$ cat src/rtl/tx_lane_scheduler.sv
// Four-lane round-robin scheduler onto the single PHY TX byte path.
// Brings the link up with a COM burst, then grants one lane per cycle.
module tx_lane_scheduler #(
  parameter int         SYNC_CYCLES = 4,
  parameter logic [7:0] COM_SYM     = 8'hBC,
  parameter logic [7:0] IDLE_SYM    = 8'h7C
) (
  input  logic       clk_4f,
  input  logic       reset,
  input  logic       enable,
  input  logic [7:0] data_in0,
  input  logic [7:0] data_in1,
  input  logic [7:0] data_in2,
  input  logic [7:0] data_in3,
  input  logic       valid_in0,
  input  logic       valid_in1,
  input  logic       valid_in2,
  input  logic       valid_in3,
  output logic       grant0,
  output logic       grant1,
  output logic       grant2,
  output logic       grant3,
  output logic [7:0] data_out,
  output logic       valid_out,
  output logic [1:0] lane_out,
  output logic       sync_busy
);

  typedef enum logic [1:0] {
    S_IDLE   = 2'd0,
    S_SYNC   = 2'd1,
    S_ACTIVE = 2'd2
  } state_t;

  localparam logic [3:0] SYNC_LAST = 4'(SYNC_CYCLES - 1);

  state_t     state;
  logic [3:0] cnt;
  logic [1:0] ptr;

  logic [3:0] req;
  logic       hit;
  logic [1:0] win;
  logic [1:0] idx;
  logic       do_grant;
  logic [3:0] gnt;
  logic [7:0] sel_data;

  assign req = {valid_in3, valid_in2, valid_in1, valid_in0};

  // first requester at or after ptr, wrapping modulo 4
  always_comb begin
    hit = 1'b0;
    win = ptr;
    idx = ptr;
    for (int i = 0; i < 4; i++) begin
      idx = ptr + 2'(i);
      if (!hit && req[idx]) begin
        hit = 1'b1;
        win = idx;
      end
    end
  end

  assign do_grant = (state == S_ACTIVE) && enable && !reset && hit;
  assign gnt      = do_grant ? (4'b0001 << win) : 4'b0000;

  assign grant0 = gnt[0];
  assign grant1 = gnt[1];
  assign grant2 = gnt[2];
  assign grant3 = gnt[3];

  always_comb begin
    sel_data = data_in0;
    unique case (win)
      2'd0: sel_data = data_in0;
      2'd1: sel_data = data_in1;
      2'd2: sel_data = data_in2;
      2'd3: sel_data = data_in3;
    endcase
  end

  always_ff @(posedge clk_4f or posedge reset) begin
    if (reset) begin
      state     <= S_IDLE;
      cnt       <= 4'd0;
      ptr       <= 2'd0;
      data_out  <= 8'h00;
      valid_out <= 1'b0;
      lane_out  <= 2'd0;
      sync_busy <= 1'b0;
    end else begin
      unique case (state)
        S_IDLE: begin
          data_out  <= 8'h00;
          valid_out <= 1'b0;
          lane_out  <= 2'd0;
          sync_busy <= 1'b0;
          cnt       <= 4'd0;
          if (enable) state <= S_SYNC;
        end
        S_SYNC: begin
          if (!enable) begin
            state     <= S_IDLE;
            cnt       <= 4'd0;
            data_out  <= 8'h00;
            valid_out <= 1'b0;
            lane_out  <= 2'd0;
            sync_busy <= 1'b0;
          end else begin
            data_out  <= COM_SYM;
            valid_out <= 1'b0;
            sync_busy <= 1'b1;
            if (cnt == SYNC_LAST) begin
              cnt   <= 4'd0;
              state <= S_ACTIVE;
            end else begin
              cnt <= cnt + 4'd1;
            end
          end
        end
        S_ACTIVE: begin
          sync_busy <= 1'b0;
          if (!enable) begin
            state     <= S_IDLE;
            data_out  <= 8'h00;
            valid_out <= 1'b0;
            lane_out  <= 2'd0;
          end else if (hit) begin
            data_out  <= sel_data;
            valid_out <= 1'b1;
            lane_out  <= win;
            ptr       <= win + 2'd1;
          end else begin
            data_out  <= IDLE_SYM;
            valid_out <= 1'b0;
          end
        end
        default: begin
          state     <= S_IDLE;
          cnt       <= 4'd0;
          data_out  <= 8'h00;
          valid_out <= 1'b0;
          lane_out  <= 2'd0;
          sync_busy <= 1'b0;
        end
      endcase
    end
  end

endmodule

$ cat config.mk
export PLATFORM = sky130hd
export DESIGN_NAME = tx_lane_scheduler
export DESIGN_NICKNAME = d
export VERILOG_FILES = /design/src/rtl/tx_lane_scheduler.sv
export SDC_FILE = /design/constraint.sdc
export NUM_CORES = 1
export LEC_CHECK = 0
export BUFFER_PORTS_ARGS = -buffer_cell sky130_fd_sc_hd__buf_2
export CORE_MARGIN = 2
export CORE_UTILIZATION = 40
export DETAILED_ROUTE_END_ITERATION = 10
export GPL_ROUTABILITY_DRIVEN = 1
export MAX_ROUTING_LAYER = met4
export PLACE_DENSITY_LB_ADDON = 0.3
export SYNTH_ARGS = -nofsm -noshare
export SYNTH_HDL_FRONTEND = slang
export SYNTH_SLANG_ARGS = --single-unit
$ cat constraint.sdc
create_clock -name clk_4f -period 2.9 [get_ports clk_4f]
set_input_delay 0.87 -clock clk_4f [delete_from_list [all_inputs] [get_ports clk_4f]]
set_output_delay 0.87 -clock clk_4f [all_outputs]
set_load 0.005 [all_outputs]
## Word-level counts from Yosys, hierarchy flattened

Index checks and enable logic that the tools add are counted.

| storage, ports and cells | value |
|---|---|
| flip-flop bits (word level) | 20 |
| input bits | 39 |
| output and inout port bits | 16 |
| word-level logic and storage cells | 80 |

| cells by class | value |
|---|---|
| $add $sub $neg | 5 |
| order comparisons | 4 |
| equality and inequality tests | 11 |
| shift operators | 1 |
| multiplexer cells | 37 |
| reductions and logical operators | 15 |

Operators with widths:

| kind | count |
|---|---|
| $pmux W8 S4 | 1 |
| $mux W8 | 3 |
| $mux W2 | 9 |
| $pmux W8 S2 | 1 |
| $mux W1 | 13 |
| $lt A2 B3 Y1 const B | 4 |
| $mux W4 | 3 |
| $bmux W1 S2 | 4 |
| $pmux W4 S2 | 1 |
| $eq A2 B2 Y1 const B | 3 |
| $logic_and A1 B1 Y1 | 6 |
| $ne A2 B2 Y1 const B | 3 |
| $ne A3 B3 Y1 const B | 2 |
| $pmux W2 S3 | 1 |
| $reduce_and A3 Y1 | 2 |
| $add A2 B1 Y2 const B | 2 |
| $add A2 B2 Y2 const B | 2 |
| $add A4 B1 Y4 const B | 1 |
| $eq A2 B1 Y1 const B | 2 |
| $eq A4 B2 Y1 const B | 1 |
| $logic_not A1 Y1 | 4 |
| $logic_not A2 Y1 | 2 |
| $pmux W2 S2 | 1 |
| $shl A1 B2 Y4 const A | 1 |
| $reduce_and A2 Y1 | 1 |

## Longest topological paths before layout

Gate-level depths: netlist of the first run.

| logic depth | value |
|---|---|
| depth in word-level cells | 17 |
| depth in mapped cells | 11 |
| gate-level depth less buffers | 9 |

## Worst setup path after synthesis of the first run

No wires, ideal clock.

| timing | value |
|---|---|
| kind | input port to output port |
| from | input valid_in0 |
| to | output grant1 |
| arrival | 2.129 ns |
| data required time | 2.030 ns |
| setup slack | -0.099 ns |
| cell stages on the path | 7 |
| path buffers | 1 |
| cells stage by stage | nor2b_1 > a2111oi_2 > nand2b_1 > inv_1 > ha_1 > clkbuf_1 > and3_1 |

| between the ends | value |
|---|---|
| word-level cells in the longest chain between the ends | 14 |
| elaborated cells on any way between the ends | 24 |
| classes of those cells | 1 x shift; 16 x mux; 7 x reduce/logical |

Ends and longest elaborated chain:

| what | RTL line | text |
|---|---|---|
| from (decl) | 15 | `input logic valid_in0,` |
| $bmux W1 S2 | 58 | `if (!hit && req[idx]) begin` |
| $mux W1 (implied by the code) | 58 |  |
| $mux W1 | 58 |  |
| $logic_not A1 Y1 | 58 |  |
| $logic_and A1 B1 Y1 | 58 |  |
| $mux W1 | 58 |  |
| $logic_not A1 Y1 | 58 |  |
| $logic_and A1 B1 Y1 | 58 |  |
| $mux W1 | 58 |  |
| $logic_not A1 Y1 | 58 |  |
| $logic_and A1 B1 Y1 | 58 |  |
| $mux W2 or $mux W1 (tied branches) | 58 |  |
| $shl A1 B2 Y4 or $logic_and A1 B1 Y1 (tied branches) | 66, 65 |  |
| $mux W4 (*) | 66 | `assign gnt = do_grant ? (4'b0001 << win) : 4'b0000;` |
| to (decl) | 20 | `output logic grant1,` |

Every way passes the cells marked *; elsewhere a longest branch is shown, timed or not. The select of a mux whose other input is x is not followed.

## Final worst setup path of the first run

| timing | value |
|---|---|
| from | input valid_in3 |
| to | output grant2 |

| between the ends | value |
|---|---|
| word-level cells in the longest chain between the ends | 14 |
| elaborated cells on any way between the ends | 24 |
| classes of those cells | 1 x shift; 16 x mux; 7 x reduce/logical |

Ends and longest elaborated chain:

| what | RTL line | text |
|---|---|---|
| from (decl) | 18 | `input logic valid_in3,` |
| $bmux W1 S2 | 58 |  |
| $mux W1 (implied by the code) | 58 |  |
| $mux W1 | 58 |  |
| $logic_not A1 Y1 | 58 |  |
| $logic_and A1 B1 Y1 | 58 |  |
| $mux W1 | 58 |  |
| $logic_not A1 Y1 | 58 |  |
| $logic_and A1 B1 Y1 | 58 |  |
| $mux W1 | 58 |  |
| $logic_not A1 Y1 | 58 |  |
| $logic_and A1 B1 Y1 | 58 |  |
| $mux W2 or $mux W1 (tied branches) | 58 |  |
| $shl A1 B2 Y4 or $logic_and A1 B1 Y1 (tied branches) | 66, 65 |  |
| $mux W4 (*) | 66 |  |
| to (decl) | 21 | `output logic grant2,` |

Marked as above.

==> results, run 1 <==
- The antenna diode count is 0.
- For this run, the leading register cell type out of synthesis is dfrtp_1.
- The cell count after synthesis is 142.
- The starting density of the core is 0.4167.
- The ratio of total power to cell area is 632.9 mW/mm².
- The critical path in this run is classified as in -> out.
- The number of placed instances, taps included, is 235.
- The class of the tightest hold or removal check is reg -> reg.
- The tree built by TritonCTS fans out to 20 sinks.
- The proportion of layout cells with a drive suffix above 1 is 0.4300.
- The final reports fail on negative setup slack.
- Excluding fillers, the count of instances in the completed layout stands at 240.
- The run finished, with violations left.
- The fraction of registers with async set or reset after synthesis is 1.000.
- After clock tree synthesis, the flow added hold-fix buffers numbering 0.
- The count of endpoints failing setup in the final report is 4.
- The number of top-level pins is 55.
- The number of clock buffers inserted by TritonCTS is 3.
- The CTS clock-pin slew for the worst setup and hold paths is 0.12 ns.
- For the worst setup path, the data arrival time is 2.10 ns.
- The placed instance area is 0.001642 mm².
- Setup repair after global routing could not meet its margin everywhere.
- The filler cells instantiated in the layout total 258.
- The average footprint of a synthesized cell is 8.811 µm².
- At the end of the flow the core is filled with cells to 0.5946.
- Entering global routing, the biggest net connects 21 pins.
- The worst-case IR drop observed on VDD is 0.0002757 V.
- Static timing analysis puts the maximum clock frequency at 336.3 MHz.
- Synthesis inferred 20 register bits.
- The setup slack of the most critical reg-to-reg path is 0.68 ns.
- At the worst endpoint, the required time is 2.03 ns.
- The nature of the critical path endpoint is a primary output.
- The worst-case setup slack after placement is -0.1811 ns.
- The initial antenna violation count is 0.
- For this run, the register share of the synthesized area comes to 0.4000.
- The maximum buffer depth of the clock tree is 2.
- The vertical extent of the die is 59.93 µm.
- The final count of pins violating max slew is 0.
- After detailed routing, the number of remaining DRC violations is 0.
- Clock latency on the worst-skew pair, taken at its later pin, is 0.30 ns.
- The number of maximum-capacitance constraint violations is 0.
- The worst path in the final design needs a cycle of 2.973 ns, including I/O delays and setup.
- The worst slew slack as a fraction of its limit is 0.6809.
- The final critical-path share of the clock period is 1.025.
- The number of global-route vias before repair was 1,243.
- In the routed layout, each cell is associated on average with a via count of 5.283.
- The number of distinct standard cells referenced by the synthesized netlist is 32.
- The detailed placement HPWL is 2653 µm.
- The multi-input combinational cells in the finished layout cover a total of 764.5 µm².
- In this run the clock root is driven by a clkbuf_4.
- Yosys mapped a number of flops with a built-in enable equal to 0.
- The number of nets with antenna violations after detailed routing is 0.
- The first-pass detailed-route iteration total is 5.
- The sequential cell area is 500.5 µm².
- In the global route stage, overall resource usage came out at 0.2011.
- The via count is 1,268.
- STA classifies the critical path startpoint as an input port.
- When the netlist entered floorplanning its net count stood at 190.
- The number of hold violations in the final report is 0.
- The core outline area is 0.003003 mm².
- The die covers 0.003592 mm².
- Summing all non-filler instances in the final layout gives an area of 0.001785 mm².
- The static leakage is 0.0009431 µW.
- The CTS tree is done.
- Dividing the detail-routed wire length by the instance count gives 13.88 µm.
- The area growth from synthesis to layout is 42.70%.
- After floorplanning, the core was divided into 20 placement rows.
- The congestion estimate from routability-driven global placement came to 0.7877.
- In the final timing run, aggregate negative setup slack is -0.2640 ns.
- The area of the mapped netlist is 0.001251 mm².
- For the pin with the worst max-slew slack, the measured transition is 0.4787 ns.
- The residual overflow from global routing is 0.
- The initial DRC count is 75.
- The clock arrives with 0.005604 ns of skew.
- The biggest fanout along the worst timing path is 4.
- The number of H-tree branching levels is 1.
- The global-route wire length before repair is 5361 µm.
- The final net count is 256.
- For this block, the routed nets add up to 3331 µm of wire.
- The x dimension of the die is 59.93 µm.
- The setup slack of the critical path after layout is -0.07348 ns.
- The port buffer count is 54.
- The count of synthesis-stage warnings from yosys is 0.
==> power by group <==
group	switching, µW	internal (µW)
combinational	282	255
clock	89.7	140
sequential	40.0	324
==> cell usage after synthesis (all sizes together) (2+ instances only) <==
library cell / n / area, µm²
mux2i: 2 / 20.02
inv: 8 / 30.03
dfrtp: 20 / 500.5
nand2: 25 / 93.84
nand2b: 2 / 12.51
nand3: 2 / 10.01
ha: 9 / 112.6
nor2b: 4 / 25.02
mux2: 2 / 22.52
o21ai: 15 / 75.07
clkbuf: 7 / 26.28
a222oi: 8 / 80.08
and3: 5 / 31.28
nor2: 11 / 46.29
a21oi: 9 / 45.04
==> per-stage QoR <==
stage | hold slack, ns | total power, µW
3_5_place_dp | 0.4884 | 856.0
5_1_grt | 0.5334 | 1222
2_1_floorplan | 0.4400 | 707.4
4_1_cts | 0.5093 | 1129
6_report | 0.5147 | 1130
3_3_place_gp | 0.4652 | 842.1
==> metal layers <==
metal	part of all wire	track usage	up-vias	wire length [µm]
met5	0	-	-	0
met2	0.53	0.3432	34	1763
met4	0.0045	0.05397	0	15
met3	0.044	0.03680	2	147
li1	-	-	636	-
met1	0.42	0.2426	596	1405
==> layout by cell type (no fill, tap or decap), types with 3 or more instances in the layout <==
master | Yosys | routed
o21ai_1 | 5 | 5
nor2_2 | 2 | 3
nor2_1 | 9 | 8
o21ai_0 | 10 | 10
and3_1 | 5 | 4
ha_1 | 9 | 7
inv_1 | 7 | 6
buf_4 | 0 | 15
a222oi_1 | 8 | 8
buf_2 | 0 | 51
nand2_1 | 25 | 25
dfrtp_1 | 20 | 20
clkbuf_4 | 0 | 3
a21oi_1 | 9 | 8
==> worst max-delay path, cell delays in order <==
cell and delay (ns):
buf_4 0.11, buf_4 0.12, nand2_1 0.07, a21oi_2 0.16, o221a_4 0.25, inv_2 0.05
ha_1 0.20, and3_1 0.15, buf_2 0.12
==> what timing repair did <==
action	CTS	global route
setup buffers	1	0
pin swaps	3	1
endpoints found under the setup margin	4	4
resized for setup	13	4
==> final timing paths <==
check,endpoint,cells past startpoint,from
hold reg to reg,cnt[3]$_DFFE_PP0N_,1,cnt[3]$_DFFE_PP0N_
max in group asynchronous,data_out[6]$_DFF_PP0_,3,reset
setup / recovery,grant2,9,valid_in3
hold / removal,cnt[3]$_DFFE_PP0N_,1,cnt[3]$_DFFE_PP0N_
min in group asynchronous,sync_busy$_DFF_PP0_,3,reset
setup reg to reg,data_out[6]$_DFF_PP0_,9,ptr[1]$_DFFE_PP0P_
==> kinds of logic (layout without fill, tap and decap cells) <==
kind of cell,Yosys count,after routing,synth area share
buf+inv,15,80,0.04500
simple gates,55,55,0.2190
flops,20,20,0.4000
fa+ha+maj,9,9,0.09000
mux,4,4,0.03400
compound gates,39,39,0.2120
==> layout make-up <==
class / instances / share of cell area
inverters: 8 / 0.01822
multi-input cells: 107 / 0.4282
well taps: 33 / 0.02313
flip-flops and latches: 20 / 0.2803
repair buffers: 68 / 0.2207
clock buffers: 3 / 0.01261
clock inverters: 1 / 0.01682
==> sequential cells by signal, indices dropped and copies added, names as in the netlist <==
register   flops
data_out       8
sync_busy      1
state          2
cnt            4
ptr            2
lane_out       2
valid_out      1
No activity file was read; power rests on OpenSTA's default activity.
==> inputs of run 2 (changes only) <==
Settings changed: BUFFER_PORTS_ARGS -buffer_cell sky130_fd_sc_hd__buf_2 to not set, DONT_BUFFER_PORTS set to 1.
==> run 2 against run 1 <==
  * The flow now finishes without violations
  * First-iteration DRC count grew 4.0%
  * Utilization fell by 14 points
  * Count of clock-buffer cells in the layout is the same
  * Sequential power barely moved
  * Cell count down 26%
  * Largest power group unchanged
==> results, run 2 (synthesis gave the netlist of run 1 again) <==
- The ratio of total power to cell area is 674.8 mW/mm².
- The port buffer count is 0.
- TritonCTS built the clock tree.
- The largest net degree at the start of global routing is 20.
- The minimum clock period is 2.820 ns.
- Across the VDD grid, the largest voltage drop is 0.0002372 V.
- The initial antenna violation count came to 0.
- The switching power share of the total is 0.3915.
- The detail route stage leaves a number of antenna-violating nets equal to 0.
- The initial DRC count is 78.
- The number of hold violations in the final report is 0.
- CTS built an H-tree with a depth of 1.
- The worst setup path is launched from an input port.
- The register with the most flip-flops is data_out.
- The routed via count divided by cell count is 6.017.
- The clock root buffer is clkbuf_4.
- After routing, the total negative slack on setup checks comes to 0 ns.
- The site row count is 20.
- Summing all multi-input logic gate instances after layout gives 724.4 µm².
- Clock tree synthesis inserted a total of 3 buffers.
- The portion of total power attributed to combinational logic is 0.466.
- The final count of pins violating max slew is 0.
- At the worst endpoint, the required time is 2.03 ns.
- After floorplanning, the core was sized to cover 0.003003 mm².
- By startpoint and endpoint, the worst setup path is classified as in -> out.
- The overall die area is 0.003592 mm².
- The total global-route track usage is 0.1693.
- Compared with the post-synthesis result, the final layout area differs by 9.000%.
- The run finished with clean final reports.
- The net switching power figure is 360.3 µW.
- The proportion of layout cells with a drive suffix above 1 is 0.1528.
- The placer congestion estimate is 0.8658.
- Dividing the final minimum period by the clock period gives 0.9724.
- The repair_antennas step left the layout with diodes totalling 0.
- The data arrival at the endpoint of the critical path is 1.95 ns.
- The via count is 1,065.
- The total wire length after detailed routing is 2898 µm.
- The flip-flop count of the largest register after layout is 8.
- Measured against its own limit, the worst slew margin works out to 0.6874.
- Across all setup checks in the final design, the least slack found is 0.08007 ns.
- For this run, design rule violations remaining after detail routing come to 0.
- The nature of the critical path endpoint is a primary output.
- Cell internal power was estimated by the tool at 560.0 µW.
- The static leakage is 0.0006345 µW.
- Clock tree synthesis found a total of 20 sinks.
- The x dimension of the die is 59.93 µm.
- The number of global-route vias before repair came to 966.
- The wire length per cell after detailed routing is 16.37 µm.
- The top achievable clock speed is 354.6 MHz.
- The final layout contains 194 nets.
- Of the total power, registers draw 0.397.
- The starting density of the core is 0.4167.
- The most common cell after layout, fill and taps aside is nand2_1.
- The path class of the tightest hold or removal check is in -> async.
- In the final layout, the registers with the most flip-flops are data_out x8, cnt x4.
- The HPWL after detailed placement is 2296 µm.
- Setup violations remaining at the end of the flow were counted as 0.
- The number of buffers added to fix hold violations after cts is 0.
- 55 I/O pins were placed.
- The tool flagged a number of max-cap violations equal to 0.
- Summed over all layers, the global routing overflow is 0.
- Counting along the longest clock path gives a buffer depth of 2.
- The CTS clock-pin slew for the worst setup and hold paths is 0.11 ns.
- The slew of the pin with the lowest slew margin is 0.4689 ns.
- The first-pass detailed-route iteration total is 5.
- The share of total power dissipated in the clock network is 0.137.
- The sequential cell area is 500.5 µm².
- The first global-routing pass estimated 4450 µm of wire.
- For this run, the share of the core covered by cells in the final layout is 0.4542.
- The final worst clock skew is 0.004559 ns.
- Prior to clock tree synthesis, the placed netlist has a worst setup slack of 0.02117 ns.
- The top cell types in the final layout, fill and taps aside, are nand2_1 (25), dfrtp_1 (20), o21ai_0 (10).
- Setup repair after global routing left no endpoint under its margin.
- The biggest fanout along the worst timing path is 5.
- The total of fill cells in the finished design is 272.
- From bottom edge to top edge, the die measures 59.93 µm.
- The later pin in the worst-skew pair is clocked with a latency of 0.29 ns.
-- run 2: power groups by stage --
stage | Sequential (µW) | Combinational (µW) | Clock, µW
5_1_grt | 373 | 483 | 149
3_3_place_gp | 368 | 411 | 0
6_report | 365 | 429 | 126
3_5_place_dp | 369 | 423 | 0
4_1_cts | 363 | 424 | 132
2_1_floorplan | 360 | 347 | 0
-- run 2: layer usage --
layer  wire length, µm  track usage  vias to the layer above
met4                21      0.05079                        0
li1                  -            -                      513
met5                 0            -                        -
met1              1302       0.2191                      503
met2              1389       0.2562                       45
met3               184      0.04762                        4
-- run 2: worst paths after layout --
path	start	end	slack, ns	depth (start not counted)
max reg2reg	ptr[1]$_DFFE_PP0P_	data_out[7]$_DFF_PP0_	0.68	10
min	reset	valid_out$_DFF_PP0_	0.35	1
max in group asynchronous	reset	lane_out[1]$_DFFE_PP0P_	2.06	2
max	valid_in0	grant1	0.08	6
min in group clk_4f	cnt[3]$_DFFE_PP0N_	cnt[3]$_DFFE_PP0N_	0.49	1
min reg2reg	cnt[3]$_DFFE_PP0N_	cnt[3]$_DFFE_PP0N_	0.49	1
-- run 2: repair_timing --
| item | in CTS | in global routing |
|---|---|---|
| resized for setup | 0 | 4 |
| endpoints found under the setup margin | 0 | 2 |
| setup buffers | 0 | 0 |
-- run 2: cell type report --
class                   count  share of cell area
flip-flops and latches     20              0.3670
well taps                  33             0.03028
multi-input cells         107              0.5312
inverters                   8             0.02202
clock buffers               3             0.01651
repair buffers              6             0.03303
-- run 2: critical path: stages --
cell	delay, ns
nor2b_2	0.16
a2111oi_4	0.32
nand2b_4	0.20
inv_2	0.05
ha_2	0.17
and3_4	0.17
-- run 2: through the flow --
| stage | cells | hold slack (ns) | cell area [µm²] | power, µW |
|---|---|---|---|---|
| 6_report | 177 | 0.3497 | 1364 | 920.3 |
| 5_1_grt | 177 | 0.3246 | 1364 | 1005 |
| 4_1_cts | 177 | 0.3380 | 1341 | 919.1 |
| 3_5_place_dp | 174 | 0.4807 | 1319 | 791.8 |
| 3_3_place_gp | 174 | 0.4708 | 1319 | 778.1 |
| 2_1_floorplan | 142 | 0.4400 | 1271 | 707.4 |
==> inputs of run 3 (changes only) <==
Settings changed: RECOVER_POWER set to 50.
==> run 3 against run 2 <==
  * Register-to-register slack about the same
  * Critical path depth unchanged
  * Global-route usage unchanged
  * Sequential share of layout area increased by 0.17 points
  * Maximum frequency about the same
  * Routed wire length increased by 0.62%
  * First-iteration DRC count increased by 5.1%
  * Flip-flop and latch count unchanged
==> results, run 3 (synthesis gave the netlist of run 1 again) <==
- The run finished with clean final reports.
- The total of fill cells in the finished design is 273.
- Once detail routing completed, the nets flagged for antenna violations numbered 0.
- The register with the most flip-flops in the layout has 8 of them.
- The site row count is 20.
- The global-route wire length before repair is 4450 µm.
- The final count of pins violating max slew is 0.
- The worst slew slack as a fraction of its limit is 0.3332.
- The top cell types in the final layout, fill and taps aside, are nand2_1 (25), dfrtp_1 (20), nor2_1 (10), o21ai_0 (10), a21oi_1 (9).
- In the finished design, the share of the clock period the worst path needs comes to 0.9718.
- After global routing the overflow that remains totals 0.
- The worst setup path is captured at a primary output.
- The static leakage is 0.0006314 µW.
- For the final database, setup skew stands at 0.004375 ns.
- The count of buffers added on input and output ports is 0.
- The data arrival at the endpoint of the critical path is 1.95 ns.
- The clock sink count is 20.
- The maximum buffer depth of the clock tree is 2.
- Clock-pin slew was measured on the worst setup and hold paths at 0.11 ns.
- The slowest library cell on the worst path is a2111oi_4.
- The minimum clock period is 2.818 ns.
- Summing all multi-input logic gate instances after layout gives 721.9 µm².
- The initial DRC count is 82.
- Across all hold checks on the routed design, the worst slack comes to 0.3490 ns.
- TritonCTS created 3 clock buffers.
- The total negative slack is 0 ns.
- The clock latency at the later pin of the worst-skew pair is 0.29 ns.
- The tree is rooted in a clkbuf_4.
- The net count of the finished layout is 194.
- The largest single stage delay on the critical path is 0.32 ns.
- Setup violations remaining at the end of the flow were counted as 0.
- The final instance count without filler cells is 177.
- The largest registers in the layout are data_out x8, cnt x4.
- The worst IR drop on VDD is 0.0002383 V.
- The x dimension of the die is 59.93 µm.
- The vertical extent of the die is 59.93 µm.
- The core outline area is 0.003003 mm².
- The number of setup buffers added after CTS is 0.
- The category of the most critical setup path is in -> out.
- Entering global routing, the biggest net connects 20 pins.
- The number of buffers added to fix hold violations after cts is 0.
- The required time at the worst-slack endpoint is 2.03 ns.
- The most common cell after layout, fill and taps aside is nand2_1.
- Routability-driven placement finished with a final weighted congestion of 0.8658.
- The number of top-level pins is 55.
- The number of global-route vias before repair is 966.
- The number of maximum-capacitance constraint violations is 0.
- Based on the critical path, the design can be clocked at up to 354.8 MHz.
- Traced cell by cell, the critical path runs through nor2b_2 > a2111oi_4 > nand2b_4 > inv_2 > ha_2 > and3_4.
- The number of hold violations in the final report is 0.
- The total wire length after detailed routing is 2916 µm.
- The via count is 1,069.
- Setup repair after global routing left no endpoint under its margin.
- The CTS tree is done.
- In this run the number of H-tree levels came out at 1.
- Summing all non-filler instances in the final layout gives an area of 0.001358 mm².
- The sequential cells in the finished layout cover a total of 500.5 µm².
- Using the TritonRoute via totals, the vias-per-cell ratio works out to 6.040.
- The overall die area is 0.003592 mm².
- In the global route stage, overall resource usage came out at 0.1693.
- The wire length per cell after detailed routing is 16.47 µm.
- The starting density of the core is 0.4167.
- The post-detailed-route DRC marker count is 0.
- The number of gates resized after CTS was 0.
- Of the cells placed in the final design, the portion with a size suffix greater than 1 is 0.1389.
- Along the worst path, the maximum fanout reaches 5.
- The detailed placement HPWL is 2296 µm.
- The placed instances occupy a cell area of 0.001319 mm².
- The initial antenna violation count is 0.
- Once placement completed, the tool counted placed cells totaling 174.
- The worst setup path is launched from an input port.
- Dividing total power by cell area gives a power density of 677.9 mW/mm².
- The antenna diode count is 0.
- The class of the tightest hold or removal check is in -> async.
- The slew of the pin with the lowest slew margin is 1.000 ns.
- The first-pass detailed-route iteration total is 4.
- From synthesis to final layout, the design area changed by 8.500%.
- The register with the most flip-flops is data_out.
## run 3: changes by cell type in the layout (fill, tap and decap cells not counted)
cell,before,now
nor2_2,2,1
nor2_1,9,10
clkbuf_1,0,1
buf_4,6,5
## run 3: report_power, final
group / total, µW / internal, µW / switching [µW] / leakage, µW
Sequential: 365 / 324 / 40.8 / 0.000269
Clock: 126 / 48.2 / 77.5 / 0.0000138
Combinational: 429 / 187 / 243 / 0.000349
## run 3: worst max-delay path: cells and delay by family
kind                       cells  cell delay (ns)
adders and majority gates      1             0.17
and+or+nand+nor                3             0.53
AOI/OAI and AO/OA              1             0.32
buffers and inverters          1             0.05
## run 3: cell type report
type,instances,share of cell area
multi-input cells,107,0.5318
clock buffers,3,0.01659
well taps,33,0.03041
flip-flops and latches,20,0.3687
repair buffers,6,0.03041
inverters,8,0.02212
## run 3: layer usage
metal	share of wire	global-route usage	vias to the layer above
met3	0.055	0.04762	2
met2	0.49	0.2562	35
li1	-	-	514
met1	0.45	0.2191	518
met5	0	-	-
met4	0.0034	0.05079	0
## run 3: through the flow
| step | util | worst slack [ns] | power [µW] |
|---|---|---|---|
| 3_3_place_gp | 0.4392 | 0.06458 | 778.1 |
| 2_1_floorplan | - | -0.02013 | 707.4 |
| 6_report | 0.4521 | 0.08168 | 920.3 |
| 4_1_cts | 0.4467 | 0.02018 | 919.1 |
| 3_5_place_dp | 0.4392 | 0.02117 | 791.8 |
| 5_1_grt | 0.4521 | 0.02271 | 1005 |
## run 3: path summary, 6_finish.rpt
kind / from / endpoint / slack [ns] / cells after the start
max: valid_in0 / grant1 / 0.08 / 6
min: reset / valid_out$_DFF_PP0_ / 0.35 / 1
max reg2reg: ptr[1]$_DFFE_PP0P_ / data_out[7]$_DFF_PP0_ / 0.68 / 10
min reg2reg: cnt[3]$_DFFE_PP0N_ / cnt[3]$_DFFE_PP0N_ / 0.49 / 1
max in group asynchronous: reset / cnt[3]$_DFFE_PP0N_ / 1.39 / 2
min in group clk_4f: cnt[3]$_DFFE_PP0N_ / cnt[3]$_DFFE_PP0N_ / 0.49 / 1
